### config.mk
export PLATFORM = sky130hd
export DESIGN_NAME = axis_axil_master
export DESIGN_NICKNAME = d
export VERILOG_FILES = /design/src/rtl/axis_axil_master.sv
export SDC_FILE = /design/constraint.sdc
export NUM_CORES = 1
export LEC_CHECK = 0
export CAP_MARGIN = 20
export CELL_PAD_IN_SITES_DETAIL_PLACEMENT = 1
export CELL_PAD_IN_SITES_GLOBAL_PLACEMENT = 1
export CORE_ASPECT_RATIO = 1.5
export CORE_UTILIZATION = 25
export DETAILED_ROUTE_END_ITERATION = 10
export PLACE_DENSITY_LB_ADDON = 0.08
export SLEW_MARGIN = 20
export SYNTH_ARGS = -nofsm -noshare
export SYNTH_HDL_FRONTEND = slang
export SYNTH_SLANG_ARGS = --single-unit
### constraint.sdc
create_clock -name aclk -period 3.6 [get_ports aclk]
set_input_delay 0.72 -clock aclk [delete_from_list [all_inputs] [get_ports aclk]]
set_output_delay 0.72 -clock aclk [all_outputs]
set_load 0.03 [all_outputs]
### src/rtl/axis_axil_master.sv
// AXI-Stream to AXI-Lite master bridge: each input stream word becomes a write to AXI_ADDR,
// and reads from AXI_ADDR (gated by rd_en) refill the output stream. Error responses are counted.
module axis_axil_master #(
  parameter int                        AXI_DATA_WIDTH = 32,
  parameter int                        AXI_ADDR_WIDTH = 32,
  parameter logic [AXI_ADDR_WIDTH-1:0] AXI_ADDR       = 32'h0000_0001
) (
  input  logic                          aclk,
  input  logic                          aresetn,

  input  logic [AXI_DATA_WIDTH-1:0]     s_axis_tdata,
  input  logic                          s_axis_tvalid,
  output logic                          s_axis_tready,

  output logic [AXI_DATA_WIDTH-1:0]     m_axis_tdata,
  output logic                          m_axis_tvalid,
  input  logic                          m_axis_tready,

  output logic [AXI_ADDR_WIDTH-1:0]     m_axil_awaddr,
  output logic                          m_axil_awvalid,
  input  logic                          m_axil_awready,
  output logic [AXI_DATA_WIDTH-1:0]     m_axil_wdata,
  output logic [AXI_DATA_WIDTH/8-1:0]   m_axil_wstrb,
  output logic                          m_axil_wvalid,
  input  logic                          m_axil_wready,
  input  logic [1:0]                    m_axil_bresp,
  input  logic                          m_axil_bvalid,
  output logic                          m_axil_bready,
  output logic [AXI_ADDR_WIDTH-1:0]     m_axil_araddr,
  output logic                          m_axil_arvalid,
  input  logic                          m_axil_arready,
  input  logic [AXI_DATA_WIDTH-1:0]     m_axil_rdata,
  input  logic [1:0]                    m_axil_rresp,
  input  logic                          m_axil_rvalid,
  output logic                          m_axil_rready,

  input  logic                          rd_en,
  output logic [15:0]                   wr_err_cnt,
  output logic [15:0]                   rd_err_cnt
);

  typedef enum logic [1:0] {W_IDLE, W_ADDR, W_RESP} w_state_t;
  typedef enum logic [1:0] {R_IDLE, R_ADDR, R_DATA, R_OUT} r_state_t;

  w_state_t w_state_reg, w_state_next;
  r_state_t r_state_reg, r_state_next;

  logic                      aw_done_reg, w_done_reg;
  logic [AXI_ADDR_WIDTH-1:0] awaddr_reg, araddr_reg;
  logic [AXI_DATA_WIDTH-1:0] wdata_reg, tdata_reg;
  logic [15:0]               wr_err_cnt_reg, rd_err_cnt_reg;
  logic                      wr_err_inc, rd_err_inc;

  generate
    for (genvar gi = 0; gi < AXI_DATA_WIDTH/8; gi++) begin : g_wstrb
      assign m_axil_wstrb[gi] = 1'b1;
    end
  endgenerate

  // ---------------- write path ----------------
  always_ff @(posedge aclk or negedge aresetn) begin
    if (!aresetn) w_state_reg <= W_IDLE;
    else          w_state_reg <= w_state_next;
  end

  // W_ADDR is left only once both done flags are registered, so each valid
  // has already dropped for a cycle before bready rises.
  always_comb begin
    w_state_next = w_state_reg;
    case (w_state_reg)
      W_IDLE:  if (s_axis_tvalid)              w_state_next = W_ADDR;
      W_ADDR:  if (aw_done_reg && w_done_reg)  w_state_next = W_RESP;
      W_RESP:  if (m_axil_bvalid)              w_state_next = W_IDLE;
      default:                                 w_state_next = W_IDLE;
    endcase
  end

  always_comb begin
    s_axis_tready  = (w_state_reg == W_IDLE);
    m_axil_awvalid = (w_state_reg == W_ADDR) && !aw_done_reg;
    m_axil_wvalid  = (w_state_reg == W_ADDR) && !w_done_reg;
    m_axil_bready  = (w_state_reg == W_RESP);
    wr_err_inc     = (w_state_reg == W_RESP) && m_axil_bvalid && (m_axil_bresp != 2'b00);
  end

  always_ff @(posedge aclk or negedge aresetn) begin
    if (!aresetn) begin
      aw_done_reg <= 1'b0;
      w_done_reg  <= 1'b0;
      awaddr_reg  <= '0;
      wdata_reg   <= '0;
    end else begin
      if (w_state_reg == W_IDLE) begin
        aw_done_reg <= 1'b0;
        w_done_reg  <= 1'b0;
        if (s_axis_tvalid) begin
          awaddr_reg <= AXI_ADDR;
          wdata_reg  <= s_axis_tdata;
        end
      end else if (w_state_reg == W_ADDR) begin
        if (m_axil_awvalid && m_axil_awready) aw_done_reg <= 1'b1;
        if (m_axil_wvalid && m_axil_wready)   w_done_reg  <= 1'b1;
      end
    end
  end

  // ---------------- read path ----------------
  always_ff @(posedge aclk or negedge aresetn) begin
    if (!aresetn) r_state_reg <= R_IDLE;
    else          r_state_reg <= r_state_next;
  end

  always_comb begin
    r_state_next = r_state_reg;
    case (r_state_reg)
      R_IDLE:  if (rd_en)          r_state_next = R_ADDR;
      R_ADDR:  if (m_axil_arready) r_state_next = R_DATA;
      R_DATA:  if (m_axil_rvalid)  r_state_next = (m_axil_rresp == 2'b00) ? R_OUT : R_IDLE;
      R_OUT:   if (m_axis_tready)  r_state_next = R_IDLE;
      default:                     r_state_next = R_IDLE;
    endcase
  end

  always_comb begin
    m_axil_arvalid = (r_state_reg == R_ADDR);
    m_axil_rready  = (r_state_reg == R_DATA);
    m_axis_tvalid  = (r_state_reg == R_OUT);
    rd_err_inc     = (r_state_reg == R_DATA) && m_axil_rvalid && (m_axil_rresp != 2'b00);
  end

  always_ff @(posedge aclk or negedge aresetn) begin
    if (!aresetn) begin
      araddr_reg <= '0;
      tdata_reg  <= '0;
    end else begin
      if (r_state_reg == R_IDLE && rd_en)
        araddr_reg <= AXI_ADDR;
      if (r_state_reg == R_DATA && m_axil_rvalid && m_axil_rresp == 2'b00)
        tdata_reg <= m_axil_rdata;
      else if (r_state_reg == R_OUT && m_axis_tready)
        tdata_reg <= '0;
    end
  end

  // ---------------- saturating error counters ----------------
  always_ff @(posedge aclk or negedge aresetn) begin
    if (!aresetn)                                   wr_err_cnt_reg <= 16'd0;
    else if (wr_err_inc && wr_err_cnt_reg != 16'hFFFF) wr_err_cnt_reg <= wr_err_cnt_reg + 16'd1;
  end

  always_ff @(posedge aclk or negedge aresetn) begin
    if (!aresetn)                                   rd_err_cnt_reg <= 16'd0;
    else if (rd_err_inc && rd_err_cnt_reg != 16'hFFFF) rd_err_cnt_reg <= rd_err_cnt_reg + 16'd1;
  end

  assign m_axil_awaddr = awaddr_reg;
  assign m_axil_wdata  = wdata_reg;
  assign m_axil_araddr = araddr_reg;
  assign m_axis_tdata  = tdata_reg;
  assign wr_err_cnt    = wr_err_cnt_reg;
  assign rd_err_cnt    = rd_err_cnt_reg;

endmodule

==> run metrics <==
status=finished clean; flops & latches, synth=around 100; Post-DP Area=between 0.006 and 0.007 sq mm; CP Launch Type=flop; IR Drop Worst-Case VDD=between 0.0003 and 0.0004 V; CP Max Fanout=4; Worst R2R Path Depth=5; height of the die=~170 um; Post-DP HPWL=9910 um; CP endpoint kind=primary output; M2 GR Usage=0.250; CTS Buffer Depth=2; Via density=roughly 4.2; R2R Setup Slk=between 1 and 1.5 ns; switching share of total power=0.408; pin count of the biggest net entering global routing=63; PwrDens=between 700 and 800 mW/mm^2; Min-Delay Path Class=primary input to asynchronous set/reset pin; Mapped Cells=between 300 and 400; post-cts sizing count=0; total setup buffers inserted after CTS=0; Final Max Tran Viols=0; GRT Total Usage=0.137; Synth Cell Area=0.00477 sq mm; Fmax achieved=slightly below 0.4 GHz; CP top delay family=buffers and inverters; Synth top area share=0.546; number of buffers created by CTS=9; final hold vios=0; clk_lat worst skew=0.35 ns; reg2reg end=rd_err_cnt[1]$_DFFE_PN0P_; H-tree depth=3; syn_area_per_cell=about 12 sq um; clock sinks=104; die footprint=0.0196 sq mm; delay of the slowest critical-path stage=0.69 ns; Reg2Reg Launch Point=rd_err_cnt[0]$_DFFE_PN0P_; CP cell instances=inv_1 > nand2_1 > nor2_1 > clkdlybuf4s50_1; CORE AREA=approximately 0.019 sq mm; Relative slew margins=0.423; Period minus WS final=between 2 and 3 ns; Syn. warnings=0; grt peak-use layer=met2; Unique masters post-synth=42; I/O pin total=between 200 and 250; Slowest cell on crit path=clkdlybuf4s50_1; Initial Util=0.256; Leakage=approximately 3 nW; Post-Place Setup Slack=0.980 ns; combinational power share=0.486; CP required=about 2.9 ns; TritonCTS clock tree=done; critical path class=flop to primary output; antenna violations before repair=0; post-synthesis sequential area ratio=0.546; Net Sw Power=approximately 2.2 mW; number of global-route vias before repair=~3800; Die X=between 100 and 150 um; vias=~3500; Clk pwr share=0.171; row count=slightly above 60; ys flop type=dfrtp_1; Routed Antenna Nets=0; Tcrit/Tclk final=0.699; first-pass GRT wire length=20400 um; overall routed net length=around 13000 um; post-cts hold buffer count=0; RePlAce Congestion=0.725; top post-synthesis cells by area=dfrtp_1, buf_4, mux2_2; Sequential Power Share=0.344; max-cap violations=0; overflow left after global routing=0; P&R area growth vs syn=45.3%; Least-Margin Pin Slew=0.859 ns; P_int=~3.3 mW; number of enable flip-flop cells after synthesis=0; design area=about 0.0069 sq mm; first drt pass iteration count=4; clock skew=0.0101 ns; average wire per standard cell=approximately 16 um; setup slack after layout=between 1 and 1.5 ns; RSZ-0062 raised after global routing=no; Setup TNS=0 ns; CP Buf/Inv Count=2; met1 Use GR=0.143; post-synthesis async set-or-reset flop share=1.00; arrival time worst endpoint=~1.8 ns; clk slew on worst S/H paths=0.07 ns; leading area contributor after synthesis=dfrtp_1; PortBufs=182; # diodes=0; share of post-route cells with drive strength above 1=0.116; Final nets=661; DRC=0; Final setup viols=0; DRT iter0 DRCs=86; CTS Root Cell=clkbuf_16; global-route met3 utilization=0.0461; Final Power=around 5.5 mW
through the flow:
| step | cells | hold slack (ns) | utilization |
|---|---|---|---|
| floorplan | 460 | 0.424 | - |
| global placement | 822 | 0.455 | 0.357 |
| detailed placement | 822 | 0.451 | 0.357 |
| CTS | 838 | 0.479 | 0.372 |
| global route | 838 | 0.499 | 0.372 |
| finish | 838 | 0.463 | 0.372 |
per-layer routing:
layer	vias up	wire [um]	share of wire
li1	1622	-	-
met1	1776	4950	0.38
met2	135	7120	0.54
met3	9	949	0.072
met4	0	182	0.014
met5	-	0	0
Yosys cell counts (8+ instances only):
master    number
dfrtp_1      104
buf_4         66
a22o_1        32
mux2_2        32
xnor2_1       27
nand3_1       18
nor2_1        17
nand4_1       14
nand2_1       11
and3_1        10
clkbuf_1       8
final cells by class:
cell class | count | area [sq um]
repair buffers | 189 | 1870
clock inverters | 7 | 55.1
inverters | 3 | 11.3
clock buffers | 9 | 225
fillers | 2088 | 11700
multi-input cells | 274 | 1850
flip-flops and latches | 104 | 2600
well taps | 252 | 315
layout by cell type (no fill, tap or decap), types with 8 or more instances in the layout:
cell and instances:
clkdlybuf4s50_1 181, dfrtp_1 104, conb_1 66, a22o_1 32, mux2_2 32, xnor2_1 27, nand3_1 18, nor2_1 17
nand4_1 14, nand2_1 11, and3_1 10, clkbuf_16 9, buf_4 8
kinds of logic after synthesis:
group,share of synthesized area
DFF,0.546
and+or+nand+nor,0.118
buffers and inverters,0.119
AOI/OAI and AO/OA,0.0735
muxes,0.0819
xor gates and xnor gates,0.0551
adders and majority gates,0.00525
other,0.00158
power by group through the flow:
stage                     Clock, mW  Combinational [mW]  Sequential, mW
after floorplan                   0               0.825            2.63
after global routing           1.03                2.83            1.96
final                         0.938                2.67            1.89
after CTS                     0.991                2.70            1.90
after detailed placement          0                2.70            1.91
after global placement            0                2.67            1.90
how the worst max path moves through the flow:
stage	endpoint	start	slack, ns	cells past startpoint
2_1_floorplan	rd_err_cnt[1]$_DFFE_PN0P_	rd_err_cnt[0]$_DFFE_PN0P_	1.48	6
3_3_place_gp	rd_err_cnt[10]$_DFFE_PN0P_	m_axil_rvalid	1.04	5
3_5_place_dp	rd_err_cnt[12]$_DFFE_PN0P_	m_axil_rvalid	0.98	5
4_1_cts	m_axil_wvalid	w_state_reg[1]$_DFFE_PN0P_	1.05	4
5_1_grt	m_axil_awvalid	w_state_reg[1]$_DFFE_PN0P_	0.94	4
6_report	m_axil_wvalid	w_state_reg[1]$_DFFE_PN0P_	1.08	4
worst register-to-register path: stages, from the launching register on:
cell and delay, ns:
dfrtp_1 0.47, ha_1 0.24, nand4_1 0.17, or4_1 0.66
and2_4 0.24, mux2_4 0.28
(Power assumes the default switching activity.)
